<file path="src/rtl/pipe_stage_skid_if.sv">
// Valid/ready handshake bundle for one elastic pipeline stage.
// Carries both the upstream (in_*) and the downstream (out_*) sides, so a
// single instance wires a stage to its producer and its consumer.
//   in_valid/in_data/in_ctrl   : producer -> stage
//   in_ready                   : stage -> producer (registered in the stage)
//   out_valid/out_data/out_ctrl: stage -> consumer
//   out_ready                  : consumer -> stage
// Modports:
//   slave  : the stage's view
//   master : the surrounding pipeline's (or a bench's) view
interface pipe_stage_skid_if #(
   parameter int unsigned DATA_WIDTH = 64,
   parameter int unsigned CTRL_WIDTH = 8
);
   logic                  in_valid;
   logic                  in_ready;
   logic [DATA_WIDTH-1:0] in_data;
   logic [CTRL_WIDTH-1:0] in_ctrl;
   logic                  out_valid;
   logic                  out_ready;
   logic [DATA_WIDTH-1:0] out_data;
   logic [CTRL_WIDTH-1:0] out_ctrl;

   modport slave (
      input  in_valid, in_data, in_ctrl, out_ready,
      output in_ready, out_valid, out_data, out_ctrl
   );

   modport master (
      output in_valid, in_data, in_ctrl, out_ready,
      input  in_ready, out_valid, out_data, out_ctrl
   );
endinterface

</file>
<file path="src/rtl/pipe_stage_skid.sv">
// Generic elastic inter-stage pipeline register (IF/ID, ID/EX, EX/MEM, MEM/WB).
// A main entry drives the outputs; a skid entry absorbs the one item that can
// arrive in the cycle backpressure appears, so in_ready is a plain flop and
// never depends combinationally on out_ready.
// Payload halves:
//   data : addresses/results, cleared by reset only
//   ctrl : side-effect enables, cleared by reset, flush and whenever invalid
// Ports:
//   clk       rising-edge clock
//   rst       synchronous active-high reset (priority over flush/clr_cnt)
//   flush     synchronous kill of all held entries
//   clr_cnt   synchronous clear of stall_cnt
//   stall_cnt saturating count of cycles with out_valid=1 and out_ready=0
//   bus       handshake bundle (slave view), see pipe_stage_skid_if
module pipe_stage_skid #(
   parameter int unsigned DATA_WIDTH = 64,
   parameter int unsigned CTRL_WIDTH = 8,
   parameter int unsigned CNT_WIDTH  = 16
) (
   input  logic                 clk,
   input  logic                 rst,
   input  logic                 flush,
   input  logic                 clr_cnt,
   output logic [CNT_WIDTH-1:0] stall_cnt,
   pipe_stage_skid_if.slave     bus
);

   typedef enum logic [1:0] {
      EMPTY = 2'd0,
      ONE   = 2'd1,
      FULL  = 2'd2
   } state_t;

   state_t                state;
   logic [DATA_WIDTH-1:0] main_data;
   logic [CTRL_WIDTH-1:0] main_ctrl;
   logic [DATA_WIDTH-1:0] skid_data;
   logic [CTRL_WIDTH-1:0] skid_ctrl;
   logic                  in_ready_q;
   logic                  out_valid_q;
   logic                  accept;
   logic                  pop;

   always_comb begin
      accept = bus.in_valid & in_ready_q;
      pop    = out_valid_q & bus.out_ready;
   end

   // in_ready/out_valid are dedicated flops updated alongside the state, so
   // they always equal (state != FULL) and (state != EMPTY) respectively.
   // ctrl fields are cleared whenever their entry goes invalid, which keeps
   // out_ctrl at zero without any output gating.
   always_ff @(posedge clk) begin
      if (rst) begin
         state       <= EMPTY;
         main_data   <= '0;
         main_ctrl   <= '0;
         skid_data   <= '0;
         skid_ctrl   <= '0;
         in_ready_q  <= 1'b1;
         out_valid_q <= 1'b0;
      end else if (flush) begin
         // Data halves are left as-is; an item accepted this cycle is dropped.
         state       <= EMPTY;
         main_ctrl   <= '0;
         skid_ctrl   <= '0;
         in_ready_q  <= 1'b1;
         out_valid_q <= 1'b0;
      end else begin
         case (state)
            EMPTY: begin
               if (accept) begin
                  main_data   <= bus.in_data;
                  main_ctrl   <= bus.in_ctrl;
                  out_valid_q <= 1'b1;
                  state       <= ONE;
               end
            end
            ONE: begin
               if (accept && pop) begin
                  main_data <= bus.in_data;
                  main_ctrl <= bus.in_ctrl;
               end else if (accept) begin
                  skid_data  <= bus.in_data;
                  skid_ctrl  <= bus.in_ctrl;
                  in_ready_q <= 1'b0;
                  state      <= FULL;
               end else if (pop) begin
                  main_ctrl   <= '0;
                  out_valid_q <= 1'b0;
                  state       <= EMPTY;
               end
            end
            FULL: begin
               if (pop) begin
                  main_data  <= skid_data;
                  main_ctrl  <= skid_ctrl;
                  skid_ctrl  <= '0;
                  in_ready_q <= 1'b1;
                  state      <= ONE;
               end
            end
            default: begin
               state       <= EMPTY;
               main_ctrl   <= '0;
               skid_ctrl   <= '0;
               in_ready_q  <= 1'b1;
               out_valid_q <= 1'b0;
            end
         endcase
      end
   end

   always_ff @(posedge clk) begin
      if (rst || clr_cnt) begin
         stall_cnt <= '0;
      end else if (out_valid_q && !bus.out_ready && (stall_cnt != '1)) begin
         stall_cnt <= stall_cnt + CNT_WIDTH'(1);
      end
   end

   always_comb begin
      bus.in_ready  = in_ready_q;
      bus.out_valid = out_valid_q;
      bus.out_data  = main_data;
      bus.out_ctrl  = main_ctrl;
   end

endmodule

</file>
<file path="src/flat_wrapper.sv">
// flat-port wrapper written by rule: the top's interface ports become plain ports
module pipe_stage_skid_flat 
#(
   parameter int unsigned DATA_WIDTH = 64,
   parameter int unsigned CTRL_WIDTH = 8,
   parameter int unsigned CNT_WIDTH  = 16
)
  (clk, rst, flush, clr_cnt, stall_cnt, bus_in_valid, bus_in_data, bus_in_ctrl, bus_out_ready, bus_in_ready, bus_out_valid, bus_out_data, bus_out_ctrl);
  pipe_stage_skid_if #(.DATA_WIDTH(DATA_WIDTH), .CTRL_WIDTH(CTRL_WIDTH)) bus_i ();
  input  logic clk;
  input  logic rst;
  input  logic flush;
  input  logic clr_cnt;
  output logic [CNT_WIDTH-1:0] stall_cnt;
  input wire logic [$bits(bus_i.in_valid)-1:0] bus_in_valid;
  input wire logic [$bits(bus_i.in_data)-1:0] bus_in_data;
  input wire logic [$bits(bus_i.in_ctrl)-1:0] bus_in_ctrl;
  input wire logic [$bits(bus_i.out_ready)-1:0] bus_out_ready;
  output wire logic [$bits(bus_i.in_ready)-1:0] bus_in_ready;
  output wire logic [$bits(bus_i.out_valid)-1:0] bus_out_valid;
  output wire logic [$bits(bus_i.out_data)-1:0] bus_out_data;
  output wire logic [$bits(bus_i.out_ctrl)-1:0] bus_out_ctrl;
  assign bus_i.in_valid = bus_in_valid;
  assign bus_i.in_data = bus_in_data;
  assign bus_i.in_ctrl = bus_in_ctrl;
  assign bus_i.out_ready = bus_out_ready;
  assign bus_in_ready = bus_i.in_ready;
  assign bus_out_valid = bus_i.out_valid;
  assign bus_out_data = bus_i.out_data;
  assign bus_out_ctrl = bus_i.out_ctrl;
  pipe_stage_skid #(.DATA_WIDTH(DATA_WIDTH), .CTRL_WIDTH(CTRL_WIDTH), .CNT_WIDTH(CNT_WIDTH)) u_core (.clk(clk), .rst(rst), .flush(flush), .clr_cnt(clr_cnt), .stall_cnt(stall_cnt), .bus(bus_i));
endmodule
</file>
<file path="config.mk">
export PLATFORM = sky130hd
export DESIGN_NAME = pipe_stage_skid_flat
export DESIGN_NICKNAME = d
export VERILOG_FILES = /design/src/rtl/pipe_stage_skid_if.sv /design/src/rtl/pipe_stage_skid.sv /design/src/flat_wrapper.sv
export SDC_FILE = /design/constraint.sdc
export NUM_CORES = 1
export LEC_CHECK = 0
export BUFFER_PORTS_ARGS = -buffer_cell sky130_fd_sc_hd__buf_4
export CAP_MARGIN = 20
export CORE_ASPECT_RATIO = 0.9
export CORE_UTILIZATION = 59
export CTS_CLUSTER_DIAMETER = 200
export DETAILED_ROUTE_END_ITERATION = 12
export PLACE_DENSITY = 0.93
export SETUP_SLACK_MARGIN = 0.2
export SYNTH_ARGS = -nofsm -noshare
export SYNTH_HDL_FRONTEND = slang
export SYNTH_SLANG_ARGS = --single-unit
export TNS_END_PERCENT = 100
</file>
<file path="constraint.sdc">
create_clock -name clk -period 4.65 [get_ports clk]
set_input_delay 0.93 -clock clk [delete_from_list [all_inputs] [get_ports clk]]
set_output_delay 0.93 -clock clk [all_outputs]
set_load 0.02 [all_outputs]
</file>
After elaboration in Yosys (flattened, before gate mapping)
Index checks and enable logic that the tools add are counted.
{"block": "classes", "n_addsub": 1, "multipliers": 0, "n_div": 0, "order_cmp": 0, "eq_ne": 13, "shifts": 0, "muxes": 27, "n_bitwise": 6, "n_reduce_logical": 14}
{"cell": "2-to-1 mux 64 bit", "count": 3}
{"cell": "one-hot mux 64 bit (3 select lines)", "count": 1}
{"cell": "2-to-1 mux 8 bit", "count": 6}
{"cell": "one-hot mux 8 bit (3 select lines)", "count": 2}
{"cell": "adder 16 x 1 -> 16 bit (second input constant)", "count": 1}
{"cell": "!= test 16 bit (second input constant)", "count": 1}
{"cell": "AND reduction 4 bit", "count": 4}
{"cell": "2-to-1 mux 2 bit", "count": 5}
{"cell": "!= test 2 x 1 -> 1 bit (second input constant)", "count": 5}
{"cell": "AND reduction 5 bit", "count": 2}
{"cell": "2-to-1 mux 1 bit", "count": 7}
{"cell": "!= test 3 x 1 -> 1 bit (second input constant)", "count": 2}
{"cell": "one-hot mux 1 bit (3 select lines)", "count": 2}
{"cell": "one-hot mux 2 bit (3 select lines)", "count": 1}
{"cell": "!= test 2 bit (second input constant)", "count": 2}
{"cell": "inverter 1 bit", "count": 4}
{"cell": "logical AND 1 bit", "count": 3}
{"cell": "!= test 3 bit (second input constant)", "count": 1}
{"cell": "nonzero test 3 bit", "count": 1}
{"cell": "AND 1 bit", "count": 2}
{"cell": "equality test 2 x 1 -> 1 bit (second input constant)", "count": 1}
{"cell": "equality test 2 bit (second input constant)", "count": 1}
{"cell": "logical NOT 2 bit", "count": 1}
{"cell": "OR reduction 2 bit", "count": 1}
{"cell": "other kinds (2)", "count": 2}
{"block": "totals", "regBits": 164, "latch_bits": 0, "mem_bits_rw": 0, "rom_bits": 0, "in_bits": 78, "output_inout_bits": 90, "wordCells": 69, "mem_count": 0}

Depth between registers and ports, before layout
{"block": "logic_depth", "ltp_word": 5, "depth_mapped": 8, "mapped_depth_nobuf": 5}

Worst setup path before layout
OpenSTA, ideal clock, no wires.
{"block": "synth_timing", "kind": "input -> register", "startpoint": "input port bus_out_ready", "endpoint": "register u_core.skid_data[10]", "setup_time_ps": 143, "t_arrival_ps": 2100, "setup_slack_ps": 2406, "cell_stages": 7, "path_buffers": 3, "path_cell_list": "and2_1 -> buf_6 -> or4_1 -> buf_2 -> buf_6 -> nand2_1 -> a21oi_2"}
{"block": "synth_via", "elab_chain_len": 4}
{"element": "from (decl)", "line_no": "flat_wrapper.sv:18", "source": "input wire logic [$bits(bus_i.out_ready)-1:0] bus_out_ready;"}
{"element": "AND 1 bit", "line_no": "pipe_stage_skid.sv:46", "source": "pop = out_valid_q & bus.out_ready;"}
{"element": "logical AND 1 bit", "line_no": "pipe_stage_skid.sv:80", "source": "if (accept && pop) begin"}
{"element": "inverter 1 bit (no source line)"}
{"element": "AND reduction 4 bit (no source line)"}
{"element": "to (signal assigned)", "line_no": "pipe_stage_skid.sv:84", "source": "skid_data <= bus.in_data;"}
{"element": "to (decl)", "line_no": "pipe_stage_skid.sv:37", "source": "logic [DATA_WIDTH-1:0] skid_data;"}
No other way between the ends.
A chain may end at the register's enable or synchronous reset.

Worst setup path after layout
{"block": "layout_timing", "startpoint": "register u_core.state[0]", "endpoint": "register u_core.main_data[15] (netlist: u_core.bus.out_data[15])"}
{"block": "layout_via", "elab_chain_len": 3}
{"element": "from (decl)", "line_no": "pipe_stage_skid.sv:34", "source": "state_t state;"}
{"element": "from (signal assigned)", "line_no": "pipe_stage_skid.sv:55", "source": "state <= EMPTY;"}
{"element": "from (signal assigned)", "line_no": "pipe_stage_skid.sv:64", "source": "state <= EMPTY;"}
{"element": "from (signal assigned)", "line_no": "pipe_stage_skid.sv:76", "source": "state <= ONE;"}
{"element": "equality test 2 x 1 -> 1 bit, or another cell as far along", "line_no": "pipe_stage_skid.sv:70", "source": "case (state)"}
{"element": "!= test 2 x 1 -> 1 bit (no source line) or nonzero test 3 bit (tied branches)"}
{"element": "AND reduction 5 bit (no source line)"}
{"element": "to (signal assigned)", "line_no": "pipe_stage_skid.sv:73", "source": "main_data <= bus.in_data;"}
{"element": "to (signal assigned)", "line_no": "pipe_stage_skid.sv:81", "source": "main_data <= bus.in_data;"}
{"element": "to (signal assigned)", "line_no": "pipe_stage_skid.sv:96", "source": "main_data <= skid_data;"}
{"element": "to (decl)", "line_no": "pipe_stage_skid.sv:35", "source": "logic [DATA_WIDTH-1:0] main_data;"}
Several ways; a longest one is shown, not always the timed one.

==> flow_metrics.env <==
export IMPL_rrSetupSlack_ns=2.22
export IMPL_drt_pass1_iter_count=5
export IMPL_hold_slack_ns=0.454
export IMPL_grt_max_degree=133
export IMPL_rr_worst_depth=5
export IMPL_setup_viol=0
export IMPL_clockBufferDepth=2
export IMPL_critPathKind="reg -> reg"
export IMPL_hp_start="u_core.skid_data[41]$_SDFFE_PP0P_"
export IMPL_cts_setup_buffers=0
export IMPL_fin_cells=1141
export IMPL_seq_area_frac_synth_pct=42.9
export IMPL_tightest_slew_ns=0.993
export IMPL_dr_first_iter_drc_count=576
export IMPL_power_density_nw_per_um2=346
export IMPL_num_rows=39
export IMPL_worstHoldPathCells=2
export IMPL_synth_edf_count=0
export IMPL_grt_pass1_wl_mm=29.2
export IMPL_dr_total_vias=6763
export IMPL_worstPathRequired_ns=4.99
export IMPL_htreeDepth=4
export IMPL_design_core_area_um2=12700
export IMPL_fin_crit_ns=2.43
export IMPL_status="finished, final reports clean"
export IMPL_postCtsHoldBufs=0
export IMPL_grt_util_all_layers_pct=27.4
export IMPL_synth_seq_cells=164
export IMPL_place_inst=1108
export IMPL_drc_errors=0
export IMPL_period_share_pct=52.2
export IMPL_r2r_start="u_core.state[0]$_SDFFE_PP0P_"
export IMPL_start_util_pct=60.3
export IMPL_dpl_worst_slack_ns=1.65
export IMPL_postRouteAntennaNets=0
export IMPL_synth_warnings=0
export IMPL_finalSetupTns_ns=0
export IMPL_max_slew_margin_rel_pct=33.8
export IMPL_synth_nets=926
export IMPL_port_buffers=167
export IMPL_dp_hpwl_mm=11.1
export IMPL_die_h_um=110
export IMPL_synthArstFlopShare_pct=0
export IMPL_grt_ovfl_total=0
export IMPL_num_antenna_cells=0
export IMPL_r2r_end="u_core.bus.out_data[15]$_SDFFE_PP0P_"
export IMPL_post_cts_resized=0
export IMPL_hold_class="reg -> reg"
export IMPL_ys_flop_type="dfxtp_1"
export IMPL_arrival_ns=2.77
export IMPL_final_hold_violation_count=0
export IMPL_finalClockSkew_ns=0.00634
export IMPL_yosysUniqueCellTypes=52
export IMPL_stdcell_area_um2=9340
export IMPL_fillerInstances=944
export IMPL_die_w_um=122
export IMPL_drv_slew=0
export IMPL_drive_gt1_share_pct=34.5
export IMPL_fin_ws_ns=2.22
export IMPL_routed_via_density=5.93
export IMPL_maxCapViolCount=0
export IMPL_tritoncts="built"
export IMPL_cp_end_kind="register"
export IMPL_area_growth_pct=22.1
export IMPL_hold_path_end="u_core.skid_data[41]$_SDFFE_PP0P_"
export IMPL_antenna_found_initial=0
export IMPL_peakVddDrop_v=0.000243
export IMPL_insertion_delay_ns=0.42
export IMPL_cts_made_buffers=17
export IMPL_cts_root_buf="clkbuf_16"
export IMPL_p_leak_nw=3.80
export IMPL_avgSynthCellArea_um2=9.04
export IMPL_wl_per_cell_um=16.3
export IMPL_grt_pass1_vias=6068
export IMPL_synthesis_area_um2=7650
export IMPL_cp_max_fo=36
export IMPL_ios=168
export IMPL_max_freq_mhz=412
export IMPL_place_area_um2=8720
export IMPL_clkTransAtPathRegs_ns=0.06
export IMPL_dieArea_um2=13400
export IMPL_synthesis_instances=847
export IMPL_rsz0062_at_grt="false"
export IMPL_fin_nets=1043
export IMPL_globalplace_congestion=0.894
export IMPL_cp_start_kind="register"
export IMPL_routed_wl_mm=18.6
export IMPL_cts_sinks=164
-- power by group --
group / internal (mW) / switching [mW] / leakage [nW]
registers: 1.44 / 0.0255 / 1.33
clock network: 0.860 / 0.554 / 0.288
logic: 0.145 / 0.205 / 2.19
-- layer usage --
metal / routed length (µm) / part of all wire, % / vias up / GRT usage, %
li1: - / - / 3255 / -
met1: 8180 / 44 / 3241 / 35.6
met2: 9000 / 48 / 232 / 44.4
met3: 1050 / 5.6 / 35 / 6.07
met4: 346 / 1.9 / 0 / 10.7
met5: 0 / 0 / - / 0
-- stage by stage --
stage          utilization, %  total power [mW]
2_1_floorplan               -              1.71
3_3_place_gp             68.5              1.83
3_5_place_dp             68.7              1.84
4_1_cts                  73.4              3.24
5_1_grt                  73.6              3.34
6_report                 73.6              3.23
-- cell usage after synthesis, drive strengths merged (3+ instances only) --
cell | instances | share of area (%)
dfxtp | 164 | 43
a21oi | 149 | 13
nand2 | 141 | 8.9
o21ai | 80 | 5.2
or3 | 71 | 5.9
mux2i | 64 | 8.4
buf | 38 | 4.5
clkbuf | 38 | 1.9
nor2 | 17 | 0.83
a222oi | 8 | 1.0
nand4b | 8 | 0.92
nand3 | 7 | 0.46
nand4 | 7 | 0.57
nor3 | 5 | 0.33
or4 | 5 | 0.59
a31oi | 4 | 0.33
nor4 | 4 | 0.80
a211oi | 3 | 0.29
and2 | 3 | 0.25
nand2b | 3 | 0.34
-- critical path: stages (launching register included) --
cell      delay, ns
dfxtp_1        0.70
nand2b_4       0.64
buf_16         0.31
mux2i_1        0.13
or3_1          0.33
a21oi_1        0.18
-- worst max-delay path by stage --
stage / from / to / slack (ns) / cells past startpoint
floorplan: bus_out_ready / u_core.skid_data[10]$_SDFFE_PP0P_ / 2.41 / 7
global placement: flush / u_core.skid_data[21]$_SDFFE_PP0P_ / 1.70 / 5
detailed placement: flush / u_core.skid_data[17]$_SDFFE_PP0P_ / 1.65 / 5
CTS: flush / u_core.skid_data[63]$_SDFFE_PP0P_ / 2.07 / 5
global route: u_core.state[0]$_SDFFE_PP0P_ / u_core.skid_data[35]$_SDFFE_PP0P_ / 2.05 / 5
finish: u_core.state[0]$_SDFFE_PP0P_ / u_core.bus.out_data[15]$_SDFFE_PP0P_ / 2.22 / 5
-- final cells by class --
cell class,count,area (µm²),share of cell area (%)
clock buffer,24,502,5.37
clock inverter,8,97.6,1.04
inverter,2,7.51,0.0804
multi-input combinational,605,3890,41.6
sequential,164,3280,35.1
tap,164,205,2.20
timing repair buffer,174,1360,14.5
-- sequential cells by signal (all words and copies together) (netlist names) --
register              count
u_core.bus.in_ready       1
u_core.skid_ctrl          8
u_core.stall_cnt         16
u_core.bus.out_valid      1
u_core.state              2
u_core.bus.out_data      64
u_core.skid_data         64
u_core.bus.out_ctrl       8
-- cells in the final DEF (no fill, tap or decap), drive strengths merged, types with 2 or more instances in the layout --
cell / n
o211ai: 2
o311ai: 2
nand4b: 8
o21ai: 80
dfxtp: 164
a222oi: 8
o31ai: 2
nand4: 7
clkinvlp: 3
or3: 71
buf: 174
nor2: 17
nor3: 5
a31oi: 4
nand2: 141
mux2i: 64
or2: 2
inv: 2
a211oi: 3
nand3: 7
clkinv: 3
nand2b: 3
o41ai: 2
and2: 3
nor4: 4
a21oi: 149
or4: 5
clkbuf: 24
and3: 2
bufinv: 2
-- kinds of logic after synthesis --
kind of cell / count (synthesis) / share of synthesized area (%)
simple gates: 281 / 20.8
xor+xnor: 1 / 0.114
flops: 164 / 42.9
compound gates: 258 / 21.2
buf+inv: 78 / 6.51
mux: 64 / 8.37
fa+ha+maj: 1 / 0.163
Note: power is estimated with default switching activity, not from simulation.
